File: src/rtl/seg7_sequence_decoder.sv
// rtl/seg7_sequence_decoder.sv - debounced 7-segment pattern decoder with name-sequence tracker
module seg7_sequence_decoder #(
  parameter int STABLE_CYCLES = 4
) (
  input  logic       clk,
  input  logic       rst_n,
  input  logic [7:0] seg_in,
  output logic [3:0] code_out,
  output logic       code_valid,
  output logic [3:0] seq_pos,
  output logic       locked,
  output logic       seq_done,
  output logic [3:0] err_count
);

  typedef enum logic {IDLE, TRACK} state_t;

  localparam logic [3:0] CNT_MAX = 4'(STABLE_CYCLES - 1);
  localparam logic [3:0] CODE_BLANK = 4'd8;
  localparam logic [3:0] LAST_POS = 4'd13;

  state_t     state, state_next;
  logic [7:0] s1, s2, cand, last;
  logic [3:0] cnt, cnt_next;
  logic       accept;
  logic [3:0] dec_code, exp_code;
  logic [3:0] pos_next, err_next;
  logic       done_next;

  // Counter saturates at CNT_MAX; accept fires on the edge the count reaches it.
  always_comb begin
    cnt_next = 4'd0;
    if (s2 == cand) begin
      cnt_next = (cnt == CNT_MAX) ? CNT_MAX : cnt + 4'd1;
    end
    accept = (s2 == cand) && (cnt_next == CNT_MAX) && (cand != last);
  end

  always_comb begin
    case (cand)
      8'h80:   dec_code = 4'd0;
      8'h5B:   dec_code = 4'd1;
      8'h4F:   dec_code = 4'd2;
      8'h15:   dec_code = 4'd3;
      8'h7E:   dec_code = 4'd4;
      8'h0E:   dec_code = 4'd5;
      8'h5F:   dec_code = 4'd6;
      8'h3E:   dec_code = 4'd7;
      8'h00:   dec_code = 4'd8;
      default: dec_code = 4'd15;
    endcase
  end

  // Marker, S, E, n, O, L, G, U, L, G, O, n, U, L
  always_comb begin
    case (seq_pos)
      4'd0:    exp_code = 4'd0;
      4'd1:    exp_code = 4'd1;
      4'd2:    exp_code = 4'd2;
      4'd3:    exp_code = 4'd3;
      4'd4:    exp_code = 4'd4;
      4'd5:    exp_code = 4'd5;
      4'd6:    exp_code = 4'd6;
      4'd7:    exp_code = 4'd7;
      4'd8:    exp_code = 4'd5;
      4'd9:    exp_code = 4'd6;
      4'd10:   exp_code = 4'd4;
      4'd11:   exp_code = 4'd3;
      4'd12:   exp_code = 4'd7;
      4'd13:   exp_code = 4'd5;
      default: exp_code = 4'd15;
    endcase
  end

  always_comb begin
    state_next = state;
    pos_next   = seq_pos;
    err_next   = err_count;
    done_next  = 1'b0;
    if (accept && dec_code != CODE_BLANK) begin
      case (state)
        IDLE: begin
          if (dec_code == 4'd0) begin
            state_next = TRACK;
            pos_next   = 4'd1;
          end
        end
        TRACK: begin
          if (dec_code == exp_code) begin
            if (seq_pos == LAST_POS) begin
              pos_next  = 4'd0;
              done_next = 1'b1;
            end else begin
              pos_next = seq_pos + 4'd1;
            end
          end else begin
            err_next = (err_count == 4'd15) ? 4'd15 : err_count + 4'd1;
            if (dec_code == 4'd0) begin
              pos_next = 4'd1;
            end else begin
              state_next = IDLE;
              pos_next   = 4'd0;
            end
          end
        end
        default: begin
          state_next = IDLE;
          pos_next   = 4'd0;
        end
      endcase
    end
  end

  always_ff @(posedge clk or negedge rst_n) begin
    if (!rst_n) begin
      s1         <= 8'h00;
      s2         <= 8'h00;
      cand       <= 8'h00;
      cnt        <= 4'd0;
      last       <= 8'h00;
      code_out   <= 4'd0;
      code_valid <= 1'b0;
      state      <= IDLE;
      seq_pos    <= 4'd0;
      err_count  <= 4'd0;
      seq_done   <= 1'b0;
    end else begin
      s1         <= seg_in;
      s2         <= s1;
      cand       <= s2;
      cnt        <= cnt_next;
      code_valid <= accept;
      if (accept) begin
        last     <= cand;
        code_out <= dec_code;
      end
      state     <= state_next;
      seq_pos   <= pos_next;
      err_count <= err_next;
      seq_done  <= done_next;
    end
  end

  assign locked = (state == TRACK);

endmodule

File: config.mk
export PLATFORM = sky130hd
export DESIGN_NAME = seg7_sequence_decoder
export DESIGN_NICKNAME = d
export VERILOG_FILES = /design/src/rtl/seg7_sequence_decoder.sv
export SDC_FILE = /design/constraint.sdc
export NUM_CORES = 1
export LEC_CHECK = 0
export ABC_CLOCK_PERIOD_IN_PS = 3700
export CORE_MARGIN = 3
export CORE_UTILIZATION = 35
export DETAILED_ROUTE_END_ITERATION = 10
export SETUP_SLACK_MARGIN = 0.3
export SLEW_MARGIN = 40
export SYNTH_ARGS = -nofsm -noshare
export SYNTH_HDL_FRONTEND = slang
export SYNTH_SLANG_ARGS = --single-unit
File: constraint.sdc
create_clock -name clk -period 3.7 [get_ports clk]
set_input_delay 1.11 -clock clk [delete_from_list [all_inputs] [get_ports clk]]
set_output_delay 1.11 -clock clk [all_outputs]
set_load 0.005 [all_outputs]
==> qor.txt <==
Sink Count -> 51
H-tree Lvls -> 2
Min-delay worst type -> flip-flop to flip-flop
Synth warn -> 0
Die height -> 89.9 um
Number of setup buffers added after CTS -> 0
Gates resized, CTS repair -> 0
Commonest non-fill, non-tap cell in the layout -> dfrtp_1
Post-route minimum period -> 2.91 ns
R2r startpoint -> cand[3]$_DFF_PN0_
Status -> completed
Die X -> 89.9 um
Clk slew on worst S/H paths -> 0.10 ns
Remaining DRCs -> 0
Full die area -> 8080 um^2
CTS Buffer Depth -> 2
Final setup fails -> 0
Reg2reg end -> err_count[3]$_DFFE_PN0P_
Slew @ Worst Pin -> 0.523 ns
MaxCap Viol Count -> 0
Max_slew headroom -> 0.648
Sequential-to-total area share from yosys stat -> 0.518
Async SR Flop Fraction -> 1.00
Share of cells above drive strength 1 -> 0.162
Busiest layer in global routing -> met2
Clock power frac -> 0.338
Vias -> 1580
ANT nets after route -> 0
Site Rows -> 29
Clock Skew -> 0.0117 ns
Pwr/cell area -> 332 nW/um^2
RSZ-0062 raised after global routing -> false
Initial DRT Pass Iterations -> 4
CP endpoint kind -> flip-flop
Switching power -> 0.000221 W
Floorplan core area -> 6570 um^2
Initial core utilization -> 0.375
Fmax -> 0.344 GHz
Mapped cell area -> 2460 um^2
Antenna violations before repair -> 0
CTS Buf Count -> 5
TritonCTS clock tree -> yes
M1 GR Usage -> 0.161
CTS Root Cell -> clkbuf_8
Most used DFF post-synth -> dfrtp_1
Gpl congestion -> 0.772
Combinational share of power -> 0.043
Pins over their slew limit -> 0
Cells after synthesis -> 211
Crit path max fanout -> 15
I/O pin total -> 25
CTS Hold Bufs -> 0
Pint -> 0.000727 W
Final core utilization -> 0.434
Commonest cells after routing, fill and taps aside -> dfrtp_1 (51), clkdlybuf4s50_1 (23), nand2_1 (14)
Req. time, crit path -> 3.88 ns
Synth cell types -> 48
GR Overflow Total -> 0
Pin count of the biggest net entering global routing -> 30
Wire per inst -> 13.2 um
Leak Pwr -> 1.24 nW
TNS Setup -> 0 ns
Final hold violations -> 0
VDD IR max -> 232 uV
R2R depth -> 9
Final Cycle Share -> 0.785
DPL Wire Length -> 3090 um
Yosys reg bits -> 51
Syn_nets -> 228
GRT met2 Usage -> 0.186
NumNets Final -> 250
Worst setup path class -> flip-flop to flip-flop
Flop pwr share -> 0.619
Vias in the first global route -> 1632
Post-Route WL -> 4310 um
Total GRT Usage -> 0.117
Met3 Use GR -> 0.0234
Syn Area/Cell -> 11.7 um^2
Critical path arrival -> 3.09 ns
EDFF count, synth -> 0
First-pass GRT wire length -> 7800 um
Clk Latency, worst-skew pair -> 0.31 ns
R2R Setup Slk -> 0.79 ns
Switching portion of total power -> 0.233
Via density -> 4.83
Hold-critical path depth -> 0
Area of the multi-input gates -> 1090 um^2
PortBufs -> 24
Ant diodes -> 0
Hold path startpoint -> s1[1]$_DFF_PN0_
Area growth syn-to-layout -> 15.8%
FF/Latch Area -> 1280 um^2
Initial DRC count -> 91
Hold EP -> s2[1]$_DFF_PN0_
Worst Setup Start Kind -> flip-flop
Filler cells -> 638
## metrics by stage
step / std cells / hold WS (ns) / power [W] / setup WS, ns / area, um^2
detailed placement: 319 / 0.335 / 0.000641 / 0.799 / 2760
global placement: 319 / 0.332 / 0.000640 / 0.781 / 2760
CTS: 327 / 0.354 / 0.000966 / 0.741 / 2850
global route: 327 / 0.359 / 0.000995 / 0.612 / 2850
finish: 327 / 0.346 / 0.000948 / 0.795 / 2850
floorplan: 211 / 0.331 / 0.000617 / 1.07 / 2460
## per-layer routing
metal,vias to the layer above,share of wire
met4,0,0.011
li1,790,-
met2,25,0.47
met5,-,0
met3,4,0.029
met1,761,0.49
## worst max-delay path by stage
stage / from / endpoint / cells past startpoint
finish: cand[3]$_DFF_PN0_ / err_count[3]$_DFFE_PN0P_ / 9
global route: cand[3]$_DFF_PN0_ / err_count[3]$_DFFE_PN0P_ / 9
CTS: cand[3]$_DFF_PN0_ / err_count[3]$_DFFE_PN0P_ / 9
detailed placement: cand[3]$_DFF_PN0_ / err_count[3]$_DFFE_PN0P_ / 9
global placement: cand[3]$_DFF_PN0_ / err_count[3]$_DFFE_PN0P_ / 9
floorplan: cand[0]$_DFF_PN0_ / err_count[2]$_DFFE_PN0P_ / 10
## registers in the layout, indices dropped and copies added, names as in the netlist
register	flops
seq_pos	4
last	8
code_valid	1
s1	8
err_count	4
cand	8
seq_done	1
cnt	4
locked	1
s2	8
code_out	4
## logic make-up after synthesis
| logic type | count (synthesis) | share of synthesized area |
|---|---|---|
| fa+ha+maj | 7 | 0.0356 |
| mux | 15 | 0.0676 |
| buf+inv | 17 | 0.0371 |
| simple gates | 69 | 0.169 |
| xor+xnor | 18 | 0.0640 |
| compound gates | 34 | 0.108 |
| flops | 51 | 0.518 |
## power groups by stage
stage                     combinational (W)  sequential [W]  clock, W
after global placement            0.0000425        0.000597         0
after detailed placement          0.0000425        0.000598         0
after global routing              0.0000469        0.000590  0.000358
after CTS                         0.0000427        0.000587  0.000336
final                             0.0000411        0.000586  0.000320
after floorplan                   0.0000305        0.000586         0
## synth_stat cells (2+ instances only)
master / number / share of area
dfrtp_1: 51 / 0.52
nand2_1: 14 / 0.021
nor2_1: 12 / 0.018
mux2_2: 9 / 0.041
xnor2_1: 9 / 0.032
xor2_1: 9 / 0.032
o21ai_0: 8 / 0.016
ha_1: 7 / 0.036
nand3_1: 7 / 0.014
a21oi_1: 6 / 0.012
inv_1: 6 / 0.0091
nand2b_1: 5 / 0.013
nand3b_1: 5 / 0.015
and3_1: 4 / 0.010
buf_2: 4 / 0.0081
mux2_1: 4 / 0.018
nand4b_1: 4 / 0.014
a21boi_0: 3 / 0.0091
a21o_1: 3 / 0.0091
clkbuf_1: 3 / 0.0046
or4_4: 3 / 0.014
a31o_2: 2 / 0.0071
buf_4: 2 / 0.0061
buf_6: 2 / 0.0091
mux2i_1: 2 / 0.0081
nand4_1: 2 / 0.0051
nor4_1: 2 / 0.0051
or2_2: 2 / 0.0051
or3_1: 2 / 0.0051
## critical path: stages, from the launching register on
cell and delay [ns]:
dfrtp_1 0.48, xor2_1 0.19, nor4_1 0.41, nand2_1 0.20, a2111o_1 0.32, buf_4 0.20, inv_1 0.14, nand3_1 0.24
nor3_2 0.27, mux2_1 0.34
## area by class of cell
| class | instances | area share |
|---|---|---|
| flip-flops and latches | 51 | 0.448 |
| well taps | 93 | 0.0408 |
| repair buffers | 26 | 0.0878 |
| multi-input cells | 143 | 0.384 |
| clock buffers | 5 | 0.0241 |
| clock inverters | 3 | 0.00790 |
| inverters | 6 | 0.00790 |
Power figures use the tool's default switching activity.
